**src/rtl/fab_accum_alu.sv**
```systemverilog
// fab_accum_alu: registered add/sub/accumulate/load unit with a valid/ready handshake.
//
// One result is produced per accepted transaction (in_valid_i & in_ready_o), one cycle after
// the accept edge. The result is held while the consumer stalls. A running accumulator serves
// ACC/LOAD, and a wrapping counter counts accepted transactions.
//
// Optional feature: define FAB_ACCUM_SAT_EN to make ACC saturate at all-ones and SUB clamp
// at zero. When it is undefined, both wrap modulo their width.
//
// Ports:
//   clk          clock, rising-edge
//   rst_n        asynchronous active-low reset
//   clr_i        synchronous clear of accumulator and transaction counter
//   a_i, b_i     operands (WIDTH bits)
//   mode_i       00 ADD, 01 SUB, 10 ACC, 11 LOAD
//   in_valid_i   operands/mode valid
//   in_ready_o   block can accept this cycle
//   out_valid_o  result valid
//   out_ready_i  consumer takes result
//   result_o     registered result (ACC_WIDTH bits)
//   flag_o       carry (ADD/ACC), borrow (SUB), 0 for LOAD
//   txn_count_o  accepted-transaction count (CNT_WIDTH bits, wraps)
module fab_accum_alu #(
  parameter int unsigned WIDTH     = 8,
  parameter int unsigned ACC_WIDTH = 16,  // must be >= WIDTH+1
  parameter int unsigned CNT_WIDTH = 8
) (
  input  logic                 clk,
  input  logic                 rst_n,
  input  logic                 clr_i,
  input  logic [WIDTH-1:0]     a_i,
  input  logic [WIDTH-1:0]     b_i,
  input  logic [1:0]           mode_i,
  input  logic                 in_valid_i,
  output logic                 in_ready_o,
  output logic                 out_valid_o,
  input  logic                 out_ready_i,
  output logic [ACC_WIDTH-1:0] result_o,
  output logic                 flag_o,
  output logic [CNT_WIDTH-1:0] txn_count_o
);

  typedef enum logic [1:0] {
    ModeAdd  = 2'b00,
    ModeSub  = 2'b01,
    ModeAcc  = 2'b10,
    ModeLoad = 2'b11
  } mode_e;

  logic                 out_valid_q, out_valid_d;
  logic [ACC_WIDTH-1:0] result_q, result_d;
  logic                 flag_q, flag_d;
  logic [ACC_WIDTH-1:0] acc_q, acc_d;
  logic [CNT_WIDTH-1:0] cnt_q, cnt_d;

  logic                 accept;
  mode_e                mode;
  logic [ACC_WIDTH-1:0] a_ext;
  logic [ACC_WIDTH-1:0] acc_base;
  logic [WIDTH:0]       add_sum;
  logic [WIDTH:0]       sub_diff;
  logic [ACC_WIDTH:0]   acc_sum;

  assign in_ready_o = ~out_valid_q | out_ready_i;
  assign accept     = in_valid_i & in_ready_o;
  assign mode       = mode_e'(mode_i);
  assign a_ext      = ACC_WIDTH'(a_i);

  // clr takes priority, so an ACC in the same cycle accumulates onto zero.
  assign acc_base = clr_i ? '0 : acc_q;
  assign add_sum  = {1'b0, a_i} + {1'b0, b_i};
  assign sub_diff = {1'b0, a_i} - {1'b0, b_i};  // top bit set means a < b
  assign acc_sum  = {1'b0, acc_base} + {1'b0, a_ext};

  always_comb begin
    result_d    = result_q;
    flag_d      = flag_q;
    acc_d       = acc_base;
    out_valid_d = out_valid_q;

    if (out_ready_i) begin
      out_valid_d = 1'b0;
    end

    if (accept) begin
      out_valid_d = 1'b1;
      unique case (mode)
        ModeAdd: begin
          result_d = ACC_WIDTH'(add_sum);
          flag_d   = add_sum[WIDTH];
        end
        ModeSub: begin
          flag_d = sub_diff[WIDTH];
`ifdef FAB_ACCUM_SAT_EN
          result_d = sub_diff[WIDTH] ? '0 : ACC_WIDTH'(sub_diff[WIDTH-1:0]);
`else
          result_d = ACC_WIDTH'(sub_diff[WIDTH-1:0]);
`endif
        end
        ModeAcc: begin
          flag_d = acc_sum[ACC_WIDTH];
`ifdef FAB_ACCUM_SAT_EN
          acc_d = acc_sum[ACC_WIDTH] ? '1 : acc_sum[ACC_WIDTH-1:0];
`else
          acc_d = acc_sum[ACC_WIDTH-1:0];
`endif
          result_d = acc_d;
        end
        ModeLoad: begin
          acc_d    = a_ext;
          result_d = a_ext;
          flag_d   = 1'b0;
        end
        default: ;
      endcase
    end
  end

  always_comb begin
    cnt_d = clr_i ? '0 : cnt_q;
    if (accept) begin
      cnt_d = cnt_d + CNT_WIDTH'(1);
    end
  end

  always_ff @(posedge clk or negedge rst_n) begin
    if (!rst_n) begin
      out_valid_q <= 1'b0;
      result_q    <= '0;
      flag_q      <= 1'b0;
      acc_q       <= '0;
      cnt_q       <= '0;
    end else begin
      out_valid_q <= out_valid_d;
      result_q    <= result_d;
      flag_q      <= flag_d;
      acc_q       <= acc_d;
      cnt_q       <= cnt_d;
    end
  end

  assign out_valid_o = out_valid_q;
  assign result_o    = result_q;
  assign flag_o      = flag_q;
  assign txn_count_o = cnt_q;

endmodule

```
**config.mk**
```make
export PLATFORM = sky130hd
export DESIGN_NAME = fab_accum_alu
export DESIGN_NICKNAME = d
export VERILOG_FILES = /design/src/rtl/fab_accum_alu.sv
export SDC_FILE = /design/constraint.sdc
export NUM_CORES = 1
export LEC_CHECK = 0
export BUFFER_PORTS_ARGS = -buffer_cell sky130_fd_sc_hd__buf_4
export CORE_MARGIN = 3
export CORE_UTILIZATION = 45
export DETAILED_ROUTE_END_ITERATION = 8
export HOLD_SLACK_MARGIN = 0.12
export PLACE_DENSITY = 0.66
export SKIP_LAST_GASP = 1
export SLEW_MARGIN = 20
export SYNTH_ARGS = -nofsm -noshare
export SYNTH_HDL_FRONTEND = slang
export SYNTH_SLANG_ARGS = --single-unit
```
**constraint.sdc**
```tcl
create_clock -name clk -period 2.57 [get_ports clk]
set_input_delay 0.3855 -clock clk [delete_from_list [all_inputs] [get_ports clk]]
set_output_delay 0.3855 -clock clk [all_outputs]
set_load 0.005 [all_outputs]
```
# --- Yosys cells after proc, flatten, opt, wreduce, memory -nomap -nowiden ---
# Index checks and enable logic that the tools add are counted.
totals:
  reg_bits: 42
  in_bits: 23
  wordCells: 26
classes:
  n_addsub: 4
  eq_ne: 3
  mux: 9
  n_bitwise: 3
  reduce_logical: 2
op_table:
  columns: ["op", "count"]
  rows:
  - ["16-bit one-hot mux with 4 select lines", 1]
  - ["16-bit two-way mux", 2]
  - ["16-bit one-hot mux with 2 select lines", 1]
  - ["16-bit by 8-bit adder with 17-bit output", 1]
  - ["8-bit two-way mux", 2]
  - ["8-bit by 8-bit adder with 9-bit output", 1]
  - ["8-bit by 8-bit subtractor with 9-bit output", 1]
  - ["8-bit by 1-bit adder with 8-bit output, second input constant", 1]
  - ["2-bit == test, second input constant", 2]
  - ["1-bit one-hot mux with 4 select lines", 1]
  - ["2-bit by 1-bit == test with 1-bit output, second input constant", 1]
  - ["2-bit logical NOT", 1]
  - ["1-bit two-way mux", 2]
  - ["2-bit nonzero test", 1]
  - ["1-bit AND", 1]
  - ["1-bit inverter", 1]
  - ["1-bit bitwise OR", 1]

# --- Depth between registers and ports, before layout ---
depth:
  ltp_word: 4
  mapped_depth: 11
  mapped_depth_nobuf: 10

# --- Worst setup path after synthesis ---
# Ideal clock, no wire load.
synth_path:
  kind: "input port to flip-flop"
  startpoint: "input port clr_i"
  endpoint: "register result_q[7] (netlist: result_o[7])"
  setup_time_ns: 0.126
  arrival_time_ns: 2.514
  slack_ns: -0.070
  stages: 9
  path_buffers: 1
  path_cell_list: "clkbuf_1 -> nand2b_1 -> inv_1 -> ha_1 -> a211oi_2 -> nor3_2 -> or4_1 -> a31o_2 -> a221o_1"
synth_via:
  elab_chain_len: 3
synth_lines:
  columns: ["item", "line", "source"]
  rows:
  - ["from (decl)", "30", "input logic clr_i,"]
  - ["16-bit two-way mux", "70", "assign acc_base = clr_i ? '0 : acc_q;"]
  - ["16-bit by 8-bit adder with 17-bit output", "73", "assign acc_sum = {1'b0, acc_base} + {1'b0, a_ext};"]
  - ["16-bit one-hot mux with 4 select lines", "87", "unique case (mode)"]
  - ["to (signal assigned)", "135", "result_q <= result_d;"]
  - ["to (decl)", "51", "logic [ACC_WIDTH-1:0] result_q, result_d;"]
# Every way passes these cells.
# A chain may end at the register's enable or synchronous reset.

# --- Worst setup path after layout ---
layout_path:
  startpoint: "register acc_q[0]"
  endpoint: "register result_q[12] (netlist: result_o[12])"
layout_via:
  elab_chain_len: 3
layout_lines:
  columns: ["item", "line", "source"]
  rows:
  - ["from (decl)", "53", "logic [ACC_WIDTH-1:0] acc_q, acc_d;"]
  - ["from (signal assigned)", "131", "acc_q <= '0;"]
  - ["from (signal assigned)", "137", "acc_q <= acc_d;"]
  - ["16-bit two-way mux", "70", null]
  - ["16-bit by 8-bit adder with 17-bit output", "73", null]
  - ["16-bit one-hot mux with 4 select lines", "87", null]
# Every way passes these cells.

==> run metrics <==
commonest non-fill, non-tap cell in the layout buf_4; static leakage 1.81 nW; reg2reg path depth 10; slack of the critical path 0.190 ns; synth-to-layout area growth 21.6%; htree depth 2; core footprint 0.00660 mm^2; Hold Violations, Final 0; Final nets 479; pre-CTS setup slack -0.0209 ns; fin. max-slew vios 0; clk slew on worst S/H paths 0.08 ns; count of different cell masters after synthesis 49; Max Buffers Root-to-Sink 2; number of port buffers 49; Post-synth ARST share 1.00; largest net degree at the start of global routing 43; effective utilization at floorplan 0.481; synthesized instance count 368; Total Routing Usage GR 0.201; Multi-input gate area 0.00199 mm^2; antenna-violating nets left 0; WL per Instance 15.5 um; startpoint types register; most frequent cells in the layout 67 x buf_4, 42 x dfrtp_1, 34 x nor2_1; top cell type's share of synthesized area 0.331; Fmax achieved 0.420 GHz; Yosys Warn Count 0; status finished, final reports clean; share of post-route cells with drive strength above 1 0.198; first-pass GRT wire length 13600 um; Hold Path End out_valid_o; Top Ports 50; Syn Std Cell Area 0.00318 mm^2; Die ar. 0.00810 mm^2; hold_sp in_valid_i; min Tclk post-route 2.38 ns; clk sinks 42; buffer count from post-CTS setup fixing 0; clk_lat worst skew 0.30 ns; Root Buffer clkbuf_8; Seq/Total Area, Yosys 0.331; clock buffer count from CTS 5; Worst Path Required 2.76 ns; Post-Syn Area per Cell around 8.6 um^2; antenna cells 0; Hold WC Path Type input port to register; pwr dens 452 mW/mm^2; number of vias in the routed layout 2865; row count 29; vias in the first global route 2733; max-cap viol count 0; Max rail drop VDD 0.288 mV; Setup CP Type register to register; Syn Nets 419; initial antenna violation count 0; RD Place Congestion 0.831; CP startpoint acc_q[0]; Area contributors post-synth dfrtp_1 33%, ha_1 9.9%, nor2_1 4.0%; Post-synth EDFFs 0; global route overflow 0; Vias/cell 5.49; Iteration-0 DRC Markers 154; FF/Latch Area 0.00105 mm^2; Synth area leader dfrtp_1; Fillers 636; RR Startpoint acc_q[0]; Die X 90.0 um; final worst-path cycle share 0.926; RSZ-0062 raised after global routing false; Die H 90.0 um; r2r endpoint result_o[12]; Worst Tran Pin Value 0.542 ns; drt total wl around 8100 um; fin util 0.585; most frequently used flop master after synthesis dfrtp_1; drt pass-1 iters 4; CP max FO 4; setup violators final 0; CP Data Arrival Time about 2.6 ns; drt drc 0; clock skew between 0.006 and 0.007 ns; HPWL after DPL 6150 um; Worst slew margin 0.638; Yosys reg bits 42; setup_tns 0 ns; flop2flop setup slack between 0.15 and 0.2 ns; Crit. End Element register; hold path cells 2; CTS tree done
## repair_timing
action                                  4_1_cts  5_1_grt
resized for setup                             0        1
endpoints found under the hold margin        42        0
hold buffers                                  1        0
endpoints found under the setup margin        0        3
## worst max-delay path by stage
| stage | endpoint | slack, ns |
|---|---|---|
| 5_1_grt | result_o[12] | 0.003 |
| 3_3_place_gp | result_o[12] | -0.003 |
| 3_5_place_dp | result_o[12] | -0.02 |
| 4_1_cts | result_o[12] | 0.1 |
| 2_1_floorplan | result_o[7] | 0.04 |
| 6_report | result_o[12] | 0.19 |
## layer usage
metal | vias up | global-route usage | part of all wire
met5 | - | 0 | 0
met4 | 0 | 0.0459 | 0.010
met3 | 10 | 0.0401 | 0.051
met2 | 68 | 0.308 | 0.45
met1 | 1355 | 0.294 | 0.48
li1 | 1432 | - | -
## final cells by class
cell class,count,share of cell area
multi-input combinational,288,0.514
sequential,42,0.272
timing repair buffer,68,0.133
tap,93,0.0301
inverter,23,0.0224
clock buffer,5,0.0178
clock inverter,3,0.0104
## per-stage QoR
step / instance area [um^2] / std cells / power, mW / hold slack, ns
2_1_floorplan: 3180 / 368 / 1.02 / 0.0899
3_3_place_gp: 3740 / 513 / 1.23 / 0.407
3_5_place_dp: 3740 / 513 / 1.23 / 0.417
4_1_cts: 3860 / 522 / 1.76 / 0.298
5_1_grt: 3860 / 522 / 1.85 / 0.305
6_report: 3860 / 522 / 1.74 / 0.302
## flip-flops by register name (all words and copies together) (netlist names)
signal       count
txn_count_o      8
acc_q           16
flag_o           1
out_valid_o      1
result_o        16
## worst max-delay path, stage by stage (launching register included)
cell and delay, ns:
dfrtp_1 0.35, nor2b_1 0.17, ha_1 0.20, inv_1 0.06, fa_1 0.37, nor2b_1 0.21
o31ai_2 0.13, a21oi_1 0.34, a311o_1 0.23, a21oi_1 0.07, a21o_1 0.16
## synthesized netlist by cell type (all sizes together), types with 4 or more instances
master and n:
nand2b 5, o21ai 24, nor3 9, o31ai 8, o21a 6, nor2 34, nor2b 20, ha 25
a21o 8, nand4 6, nand2 33, nand3 7, clkbuf 15, a21oi 20, a211oi 7, mux2 4
inv 23, a31oi 4, xnor2 13, xor2 4, dfrtp 42, mux2i 9, o211ai 6
## cell families after synthesis
kind of cell	after synthesis	synth area share
XOR/XNOR	17	0.0469
AO/OA/AOI/OAI	99	0.214
flip-flops	42	0.331
adder cells (fa/ha/maj)	28	0.117
AND/OR/NAND/NOR	131	0.203
buffers and inverters	38	0.0449
multiplexers	13	0.0426
## report_power, final
part / switching [mW] / total (mW) / internal, mW / leakage, nW
Combinational: 0.260 / 0.487 / 0.227 / 1.19
Clock: 0.238 / 0.524 / 0.286 / 0.0579
Sequential: 0.0264 / 0.733 / 0.707 / 0.558
No activity file was read; power rests on OpenSTA's default activity.
